### src/rtl/hex_monitor_pkg.sv
// Shared constants for the hex monitor: character cell geometry, pixel colours for
// 8- and 16-bit displays, page FSM state encoding and the built-in 6x8 hex glyph set.
// No ports.
package hex_monitor_pkg;

  localparam int unsigned CellW = 6;
  localparam int unsigned CellH = 8;

  localparam logic [15:0] ColWhite16 = 16'hFFFF;
  localparam logic [15:0] ColRed16   = 16'hF800;
  localparam logic [7:0]  ColWhite8  = 8'hFF;
  localparam logic [7:0]  ColRed8    = 8'hE0;

  typedef logic [0:0] pg_state_t;
  localparam pg_state_t PG_IDLE    = 1'b0;
  localparam pg_state_t PG_PENDING = 1'b1;

  // One glyph per entry, line 0 in the top byte; each byte holds 5 pixels,
  // bit 4 = leftmost pixel. Line 7 is the blank inter-row gap.
  localparam logic [63:0] FontTable [16] = '{
    64'h0E11_1315_1911_0E00, 64'h040C_0404_0404_0E00,
    64'h0E11_0102_0408_1F00, 64'h1F02_0402_0111_0E00,
    64'h0206_0A12_1F02_0200, 64'h1F10_1E01_0111_0E00,
    64'h0608_101E_1111_0E00, 64'h1F01_0204_0808_0800,
    64'h0E11_110E_1111_0E00, 64'h0E11_110F_0102_0C00,
    64'h0E11_111F_1111_1100, 64'h1E11_111E_1111_1E00,
    64'h0E11_1010_1011_0E00, 64'h1C12_1111_1112_1C00,
    64'h1F10_101E_1010_1F00, 64'h1F10_101E_1010_1000
  };

  // ROM word for {digit, line}: 6 pixels, bit 5 = leftmost, bit 0 = spacing column.
  function automatic logic [5:0] font_word(input logic [6:0] addr);
    return {FontTable[addr[6:3]][{~addr[2:0], 3'b000} +: 5], 1'b0};
  endfunction

endpackage

### src/rtl/hex_font_rom.sv
// Glyph ROM for hex digits 0-F, 16 glyphs x 8 lines of 6 pixels, registered read.
// Contents come from the built-in glyph set in hex_monitor_pkg (address {digit, line},
// bit 5 = leftmost pixel); c_font_file is kept for interface compatibility and is unused.
// Ports: clk_i clock; addr_i {digit, line}; data_o pixel row, valid one cycle later.
module hex_font_rom #(
  parameter string c_font_file = "hex_font.mem"
) (
  input  logic       clk_i,
  input  logic [6:0] addr_i,
  output logic [5:0] data_o
);
  import hex_monitor_pkg::*;

  always_ff @(posedge clk_i) begin
    data_o <= font_word(addr_i);
  end

endmodule

### src/rtl/hex_monitor.sv
// Hex monitor: captures c_channels data words into shadow registers and renders them
// as a paged grid of hex digits on a pixel display. Changed nibbles are drawn red for
// c_highlight_frames frames after the capture that changed them.
// Ports: clk clock; reset synchronous active-high; ch_data packed channel words;
// ch_valid per-channel capture strobe; freeze blocks capture; page_next page request
// pulse; x/y pixel request; color pixel colour (2-cycle latency); page current page.
module hex_monitor #(
  parameter int unsigned c_channels         = 8,
  parameter int unsigned c_data_bits        = 64,
  parameter int unsigned c_x_size           = 96,
  parameter int unsigned c_y_size           = 64,
  parameter int unsigned c_color_bits       = 16,
  parameter string       c_font_file        = "hex_font.mem",
  parameter int unsigned c_highlight_frames = 30
) (
  input  logic                              clk,
  input  logic                              reset,
  input  logic [c_channels*c_data_bits-1:0] ch_data,
  input  logic [c_channels-1:0]             ch_valid,
  input  logic                              freeze,
  input  logic                              page_next,
  input  logic [6:0]                        x,
  input  logic [5:0]                        y,
  output logic [c_color_bits-1:0]           color,
  output logic [7:0]                        page
);
  import hex_monitor_pkg::*;

  localparam int unsigned RowsVis = c_y_size / CellH;
  localparam int unsigned Cols    = c_data_bits / 4;
  localparam int unsigned Pages   = (c_channels + RowsVis - 1) / RowsVis;
  localparam int unsigned HlW     = $clog2(c_highlight_frames + 1);
  localparam int unsigned ChW     = (c_channels > 1) ? $clog2(c_channels) : 1;
  localparam int unsigned NibW    = (Cols > 1) ? $clog2(Cols) : 1;

  localparam logic [HlW-1:0] HlLoad = HlW'(c_highlight_frames);
  localparam logic [c_color_bits-1:0] ColLit =
      c_color_bits'((c_color_bits == 16) ? ColWhite16 : {8'h00, ColWhite8});
  localparam logic [c_color_bits-1:0] ColHl =
      c_color_bits'((c_color_bits == 16) ? ColRed16 : {8'h00, ColRed8});

  // ---------------------------------------------------------------------------
  // Frame tick: first cycle of a (0,0) request. Reset makes the "previous"
  // request look like non-origin so a (0,0) right after reset still ticks.
  // ---------------------------------------------------------------------------
  logic at_origin, frame_tick, prev_origin_q;
  assign at_origin  = (x == '0) && (y == '0);
  assign frame_tick = at_origin && !prev_origin_q;

  // ---------------------------------------------------------------------------
  // Channel capture, change mask and highlight timers
  // ---------------------------------------------------------------------------
  logic [c_data_bits-1:0] shadow_q [c_channels];
  logic [c_data_bits-1:0] shadow_d [c_channels];
  logic [Cols-1:0]        mask_q   [c_channels];
  logic [Cols-1:0]        mask_d   [c_channels];
  logic [HlW-1:0]         hl_q     [c_channels];
  logic [HlW-1:0]         hl_d     [c_channels];
  logic [Cols-1:0]        diff     [c_channels];

  always_comb begin
    for (int i = 0; i < c_channels; i++) begin
      for (int n = 0; n < Cols; n++) begin
        diff[i][n] = ch_data[i*c_data_bits + n*4 +: 4] != shadow_q[i][n*4 +: 4];
      end
    end
  end

  always_comb begin
    for (int i = 0; i < c_channels; i++) begin
      shadow_d[i] = shadow_q[i];
      mask_d[i]   = mask_q[i];
      hl_d[i]     = hl_q[i];
      if (frame_tick && (hl_q[i] != '0)) begin
        hl_d[i] = hl_q[i] - 1'b1;
        if (hl_q[i] == HlW'(1)) mask_d[i] = '0;
      end
      // A changing capture overrides the decay applied above.
      if (ch_valid[i] && !freeze) begin
        shadow_d[i] = ch_data[i*c_data_bits +: c_data_bits];
        if (diff[i] != '0) begin
          hl_d[i]   = HlLoad;
          mask_d[i] = mask_q[i] | diff[i];
        end
      end
    end
  end

  // ---------------------------------------------------------------------------
  // Page FSM: requests are latched and applied on the next frame tick
  // ---------------------------------------------------------------------------
  pg_state_t  pg_state_q, pg_state_d;
  logic [7:0] page_q, page_d;

  always_comb begin
    pg_state_d = pg_state_q;
    page_d     = page_q;
    case (pg_state_q)
      PG_IDLE: begin
        if (page_next) pg_state_d = PG_PENDING;
      end
      PG_PENDING: begin
        if (frame_tick) begin
          pg_state_d = PG_IDLE;
          page_d     = (page_q >= 8'(Pages - 1)) ? 8'd0 : page_q + 8'd1;
        end
      end
      default: pg_state_d = PG_IDLE;
    endcase
  end

  assign page = page_q;

  // ---------------------------------------------------------------------------
  // Pixel pipeline stage 1: cell decode and nibble select
  // ---------------------------------------------------------------------------
  logic [4:0]      cell_col;
  logic [2:0]      glyph_col, cell_row, glyph_line;
  logic [15:0]     ch_idx;
  logic            in_range;
  logic [ChW-1:0]  ch_sel;
  logic [NibW-1:0] nib_sel;
  logic [3:0]      digit;
  logic            hl_bit;

  assign cell_col   = 5'(x / 7'(CellW));
  assign glyph_col  = 3'(x % 7'(CellW));
  assign cell_row   = 3'(y / 6'(CellH));
  assign glyph_line = 3'(y % 6'(CellH));
  assign ch_idx     = 16'(page_q) * 16'(RowsVis) + 16'(cell_row);
  assign in_range   = (32'(ch_idx) < c_channels) && (32'(cell_col) < Cols) &&
                      (32'(x) < c_x_size) && (32'(cell_row) < RowsVis);
  // Column 0 carries the most significant nibble.
  assign ch_sel     = in_range ? ChW'(ch_idx) : '0;
  assign nib_sel    = in_range ? NibW'(Cols - 1 - 32'(cell_col)) : '0;
  assign digit      = shadow_q[ch_sel][{nib_sel, 2'b00} +: 4];
  assign hl_bit     = mask_q[ch_sel][nib_sel];

  logic       s1_valid_q, s1_hl_q;
  logic [3:0] s1_digit_q;
  logic [2:0] s1_line_q, s1_gcol_q;

  // Stage 2: font ROM read alongside the delayed cell attributes
  logic       s2_valid_q, s2_hl_q;
  logic [2:0] s2_gcol_q;
  logic [5:0] rom_data;

  hex_font_rom #(
    .c_font_file (c_font_file)
  ) u_font_rom (
    .clk_i  (clk),
    .addr_i ({s1_digit_q, s1_line_q}),
    .data_o (rom_data)
  );

  always_comb begin
    color = '0;
    if (s2_valid_q && (s2_gcol_q != 3'd5) && rom_data[3'd5 - s2_gcol_q]) begin
      color = s2_hl_q ? ColHl : ColLit;
    end
  end

  // ---------------------------------------------------------------------------
  // State registers
  // ---------------------------------------------------------------------------
  always_ff @(posedge clk) begin
    if (reset) begin
      for (int i = 0; i < c_channels; i++) begin
        shadow_q[i] <= '0;
        mask_q[i]   <= '0;
        hl_q[i]     <= '0;
      end
      prev_origin_q <= 1'b0;
      pg_state_q    <= PG_IDLE;
      page_q        <= 8'd0;
      s1_valid_q    <= 1'b0;
      s1_hl_q       <= 1'b0;
      s1_digit_q    <= 4'd0;
      s1_line_q     <= 3'd0;
      s1_gcol_q     <= 3'd0;
      s2_valid_q    <= 1'b0;
      s2_hl_q       <= 1'b0;
      s2_gcol_q     <= 3'd0;
    end else begin
      for (int i = 0; i < c_channels; i++) begin
        shadow_q[i] <= shadow_d[i];
        mask_q[i]   <= mask_d[i];
        hl_q[i]     <= hl_d[i];
      end
      prev_origin_q <= at_origin;
      pg_state_q    <= pg_state_d;
      page_q        <= page_d;
      s1_valid_q    <= in_range;
      s1_hl_q       <= hl_bit;
      s1_digit_q    <= digit;
      s1_line_q     <= glyph_line;
      s1_gcol_q     <= glyph_col;
      s2_valid_q    <= s1_valid_q;
      s2_hl_q       <= s1_hl_q;
      s2_gcol_q     <= s1_gcol_q;
    end
  end

endmodule

### config.mk
export PLATFORM = sky130hd
export DESIGN_NAME = hex_monitor
export DESIGN_NICKNAME = d
export VERILOG_FILES = /design/src/rtl/hex_monitor_pkg.sv /design/src/rtl/hex_font_rom.sv /design/src/rtl/hex_monitor.sv
export SDC_FILE = /design/constraint.sdc
export NUM_CORES = 2
export LEC_CHECK = 0
export ABC_AREA = 1
export CORE_MARGIN = 3
export CORE_UTILIZATION = 40
export CTS_CLUSTER_SIZE = 12
export DETAILED_ROUTE_END_ITERATION = 12
export SYNTH_ARGS = -nofsm -noshare
export SYNTH_HDL_FRONTEND = slang
export SYNTH_SLANG_ARGS = --single-unit
### constraint.sdc
create_clock -name clk -period 4 [get_ports clk]
set_input_delay 0.4 -clock clk [delete_from_list [all_inputs] [get_ports clk]]
set_output_delay 0.4 -clock clk [all_outputs]
set_load 0.02 [all_outputs]
-- Word-level counts from Yosys, hierarchy flattened
Memories as Yosys holds them, arrays and structs flattened.
Cells that the tools add are included.
W data, S select, Z words.
- $add $sub $neg: 12
- divide/modulo/power cells: 2
- order comparisons: 7
- equal/unequal tests: 137
- shift operators: 2
- mux-type cells: 105
- bitwise operators: 35
- reductions and logical operators: 43
- operators by type and width (cell ; number):
    $mux W64 ; 18
    $mux W16 ; 41
    $ne A4 B4 Y1 ; 128
    $mux W5 ; 32
    $or A16 B16 Y16 ; 8
    $reduce_bool A16 Y1 ; 8
    $shiftx A64 B7 Y4 ; 1
    $shiftx A64 B7 Y5 ; 1
    $eq A5 B1 Y1 const B ; 8
    $reduce_bool A5 Y1 ; 8
    $sub A5 B1 Y5 const B ; 8
    $or A1 B1 Y1 ; 24
    $logic_and A1 B1 Y1 ; 22
    $add A11 B3 Y12 ; 1
    $lt A12 B4 Y1 const B ; 1
    $mux W11 ; 1
    $add A8 B1 Y8 const B ; 1
    $ge A8 B1 Y1 const B ; 1
    $mux W8 ; 1
    $div A7 B3 Y7 const B ; 1
    $logic_not A7 Y1 ; 1
    $lt A7 B7 Y1 const B ; 1
    $mod A7 B3 Y7 const B ; 1
    $mux W1 ; 7
    other kinds (18) ; 19
- register bits after elaboration: 32
- RAM bits: 680
- memory bits (read-only): 1024
- input bits: 537
- output and inout bits: 24
- logic and storage cells: 359
- memories: 4
- memories (name ; words ; bits a word ; rd ports ; clocked after memory_dff ; write ports ; line ; source):
    (no name shown) ; 16 ; 64 ; 1 ; 0 ; 0 ; hex_monitor_pkg.sv:33 ; return {FontTable[addr[6:3]][{~addr[2:0], 3'b000} +: 5], 1'b0};
    shadow_q ; 8 ; 64 ; 9 ; 0 ; 8 ; hex_monitor.sv:53 ; logic [c_data_bits-1:0] shadow_q [c_channels];
    mask_q ; 8 ; 16 ; 9 ; 0 ; 8 ; hex_monitor.sv:55 ; logic [Cols-1:0] mask_q [c_channels];
    hl_q ; 8 ; 5 ; 8 ; 0 ; 8 ; hex_monitor.sv:57 ; logic [HlW-1:0] hl_q [c_channels];

-- Depth between registers and ports, before layout
- depth after elaboration: 8
- depth in mapped cells: 22

-- Hierarchy
A second synthesis with hierarchy kept.
- cell total of the unflattened synthesis: 5265
- area total of the unflattened synthesis: 37544.8 µm²
- modules (own cells, without submodules) (module ; times used ; cells an instance ; area each (µm²)):
    hex_monitor ; 1 ; 5091 ; 36578.8
    hex_font_rom ; 1 ; 174 ; 965.9

-- Least setup slack after synthesis
Ideal clock, no wire load.
- path kind: input to register
- from: input x[5]
- to: register s1_digit_q[2]
- setup time: 0.113 ns
- arrival: 2.190 ns
- setup slack: 1.697 ns
- stages on the path: 22
- buffers on the path: 1
- cell sequence: inv_1 > nand2_1 > nand2_1 > nand2_1 > o21ai_1 > nand2_1 > inv_2 > o21ai_1 > nand2_1 > inv_1 > ha_1 > a21oi_4 > nand2_2 > inv_2 > buf_6 > nand2_1 > nand3_1 > nand2_1 > nand2_1 > nand3_1 > nand2_1 > nor2_1
- longest elaborated chain between the ends: 7
- elaborated cells on any way between the ends: 10
- those cells by class: add/sub (1); div (1); order compare (2); shift (1); mux (2); reduce/logical (2); memory (1)
- ends and longest elaborated chain (element ; line ; source):
    start: declaration ; hex_monitor.sv:22 ; input logic [6:0] x,
    $div A7 B3 Y7 ; hex_monitor.sv:126 ; assign cell_col = 5'(x / 7'(CellW));
    $lt A5 B5 Y1 ; hex_monitor.sv:131 ; assign in_range = (32'(ch_idx) < c_channels) && (32'(cell_col) < Cols) &&
    $logic_and A1 B1 Y1 (2 in series) ; hex_monitor.sv:131 ;
    $mux W3 ; hex_monitor.sv:134 ; assign ch_sel = in_range ? ChW'(ch_idx) : '0;
    $mem_v2 Z8 W64 ; - ;
    $shiftx A64 B7 Y4 (*) ; hex_monitor.sv:136 ; assign digit = shadow_q[ch_sel][{nib_sel, 2'b00} +: 4];
    end signal: assignment ; hex_monitor.sv:195 ; s1_digit_q <= digit;
    end: declaration ; hex_monitor.sv:140 ; logic [3:0] s1_digit_q;
Every way passes the cells marked *; elsewhere a longest branch is shown, timed or not.
A chain may end at the register's enable or synchronous reset.

-- Final worst setup path
- from: register s2_gcol_q[1]
- to: output color[3]
- longest elaborated chain between the ends: 5
- elaborated cells on any way between the ends: 7
- those cells by class: add/sub (1); eq/ne (1); mux (3); reduce/logical (2)
- ends and longest elaborated chain (element ; line ; source):
    start: declaration ; hex_monitor.sv:145 ; logic [2:0] s2_gcol_q;
    start signal: assignment ; hex_monitor.sv:200 ; s2_gcol_q <= s1_gcol_q;
    $sub A3 B3 Y3 ; hex_monitor.sv:158 ; if (s2_valid_q && (s2_gcol_q != 3'd5) && rom_data[3'd5 - s2_gcol_q]) begin
    $bmux W1 S3 ; hex_monitor.sv:158 ;
    $mux W1 (implied by the code) ; hex_monitor.sv:158 ;
    $logic_and A1 B1 Y1 (*) ; hex_monitor.sv:158 ;
    $mux W16 (*) ; hex_monitor.sv:158 ;
    end: declaration ; hex_monitor.sv:24 ; output logic [c_color_bits-1:0] color,
Every way passes the cells marked *; elsewhere a longest branch is shown, timed or not. The select of a mux whose other input is x is not followed.

==> metrics.cfg <==
[global_routing]
grt_max_degree = 133
grt_antenna_before_repair = 11
first_global_vias = 35800
grt_usage = 0.318
grt_pass1_wl_mm = 233
grt-ovfl-total = 0

[sta]
rsz0062_at_grt = no
min_period_ps = 3460
skew_ps = 22.2
max_freq_mhz = 289
setup_viol = 0
hold_viol = 0
drv_slew = 0
setup_tns_ps = 0
relSlewSlack = 0.228
tightest_slew_ps = 1150
period_share = 0.866

[critical_path]
cp_top_family = buffers and inverters
r2r-start = shadow_q[7][23]
start_kind = flop
crit_buf_inv = 2
critical_path_class = reg -> out
ff2ff_setup_slack_ps = 1390
critPathMaxFanout = 11
slowest_stage = clkdlybuf4s50_1
r2r_end = hl_q[1][18]
cp_data_required_time_ps = 3600
cp_cell_sequence = inv_1 > ha_1 > a21oi_1 > o21bai_1 > nand3_1 > nor2_1 > clkdlybuf4s50_1
cp.arrival_ps = 3060
crit_cells = 7
slowest_delay_ps = 740
r2r_cells = 8
crit_path_end_kind = output pin

[drt]
drtAntennaViolNets = 0
drtPass1Iterations = 6
vias = 38100
vias_per_cell = 5.46
dr.first_iter.drc_count = 4431
post-route-drc-count = 0
routed_wl_mm = 162
wl_per_cell_um = 23.2

[yosys]
async_flop_share = 0
syn_area_per_cell_um2 = 7.11
ys_seq_area_frac = 0.376
yosys.area.top_type = dfxtp_1
ys_warn_count = 0
syn_area_mm2 = 0.0374
syn_inst = 5261
synth_top_area_share = 0.376
synth_ff_type = dfxtp_1
yosys.cell_types.count = 44
ys_ff_latch = 703
synth-edff-count = 0
synth.area.top_cells = dfxtp_1, o21ai_0, nor2_1, xnor2_1, nand2_1

[final_layout]
final_cell_count_no_fill = 6980
layout.nets = 6231
final_layout_size_suffix_gt1_frac = 0.0506
area_growth_pct = 25.3
layout_commonest_cell = nor2_1
mostFrequentLayoutCells = nor2_1, o21ai_0, dfxtp_1, nand2_1, clkdlybuf4s50_1

[die]
die_area_mm2 = 0.0973
io_pins = 561
fp.dieH_um = 312
coreArea_mm2 = 0.0922
start_util = 0.406
row_count = 111
die_w_um = 312

[clocking]
cts.sink_count = 703
ctsLongestPathBuffers = 3
post_cts_buffers = 0
hold_buffers = 0
clkTransAtPathRegs_ps = 60
worstSkewPairLatency_ps = 650
cts.repair.resized = 0
cts_tree = yes
clockRootBuffer = clkbuf_16
cts-buffers-inserted = 81
cts.htree.levels = 3

[power]
p_total_w = 0.0196
ir_worst_vdd_v = 0.000262
p_per_area_mw_per_mm2 = 418
leakagePower_nw = 17.9

[placement]
place_congestion = 1.02
dp_hpwl_mm = 122
port-buffer-count = 551
dp_cells = 6828

[flow_run]
max_cap_violations = 0

[worst_hold_path]
whs_path_depth = 2
hold_path.class = reg -> reg
hold_end = s2_gcol_q[0]
min-delay-start = s1_gcol_q[0]

[outcome]
status = complete, no violations

[kinds of logic after synthesis]
family / Yosys count / share of synthesized area
and+or+nand+nor: 1833 / 0.202
other: 1 / 0.000100
AOI/OAI and AO/OA: 1487 / 0.216
buffers and inverters: 676 / 0.0715
xor gates and xnor gates: 535 / 0.125
DFF: 703 / 0.376
adders and majority gates: 26 / 0.00869
[registers in the layout, indices dropped and copies added (netlist names)]
name               flops
shadow_q             512
mask_q               128
hl_q                  40
u_font_rom.data_o      5
s1_digit_q             4
s1_gcol_q              3
s1_line_q              3
s2_gcol_q              3
prev_origin_q          1
s1_hl_q                1
s1_valid_q             1
s2_hl_q                1
s2_valid_q             1
[routing by layer]
layer	routed length, um	up-vias	global-route usage
met5	20	-	0
met4	9500	4	0.164
met3	13000	309	0.0668
met2	75200	1589	0.525
met1	63900	17800	0.390
li1	-	18400	-
[worst max-delay path by stage]
stage,to,startpoint
2_1_floorplan,s1_digit_q[2],x[5]
3_3_place_gp,s1_digit_q[0],x[5]
3_5_place_dp,s1_digit_q[0],x[5]
4_1_cts,color[3],s2_gcol_q[1]
5_1_grt,color[9],s2_gcol_q[1]
6_report,color[3],s2_gcol_q[1]
[layout make-up]
| type | instances | area [um^2] |
|---|---|---|
| multi-input combinational | 3889 | 20700 |
| sequential | 703 | 14100 |
| tap | 1243 | 1560 |
| clock buffer | 122 | 2410 |
| antenna | 10 | 25.0 |
| clock inverter | 20 | 215 |
| fill | 9187 | 45300 |
| inverter | 310 | 1180 |
| timing repair buffer | 683 | 6670 |
[synth_stat cells, types with 2 or more instances]
cell type  count
a211oi_1       5
a21boi_0       3
a21oi_1      419
a221oi_1       2
a22oi_1        2
a31o_2         9
a31oi_1        5
a32o_1         2
and3_1         2
buf_1         13
buf_2         38
buf_4         22
clkbuf_1     292
clkinv_1       5
dfxtp_1      703
ha_1          26
inv_1        298
inv_2          7
nand2_1      565
nand2_2        2
nand3_1      195
nand3_2        2
nand4_1      110
nor2_1       895
nor3_1         9
nor4_1        52
o211ai_1      14
o21ai_0      871
o21ai_1       14
o221ai_1     113
o31a_1        18
o31ai_1        3
xnor2_1      360
xor2_1       175
[worst min-delay path: stages (launching register included)]
cell and delay [ps]:
dfxtp_1 290, inv_1 40, nor2_1 30
[metrics by stage]
step | hold slack (ps) | instance area, um^2 | setup slack [ps] | utilization
floorplan | 388 | 37400 | 1700 | -
global placement | 391 | 44200 | 550 | 0.479
detailed placement | 394 | 44200 | 544 | 0.479
CTS | 384 | 46800 | 506 | 0.508
global route | 418 | 46900 | 256 | 0.508
finish | 404 | 46900 | 536 | 0.508
[where the power goes]
part	internal, W	switching, W
sequential	0.00750	0.000425
clock	0.00441	0.00312
combinational	0.00165	0.00248
No activity file was read; power rests on OpenSTA's default activity.
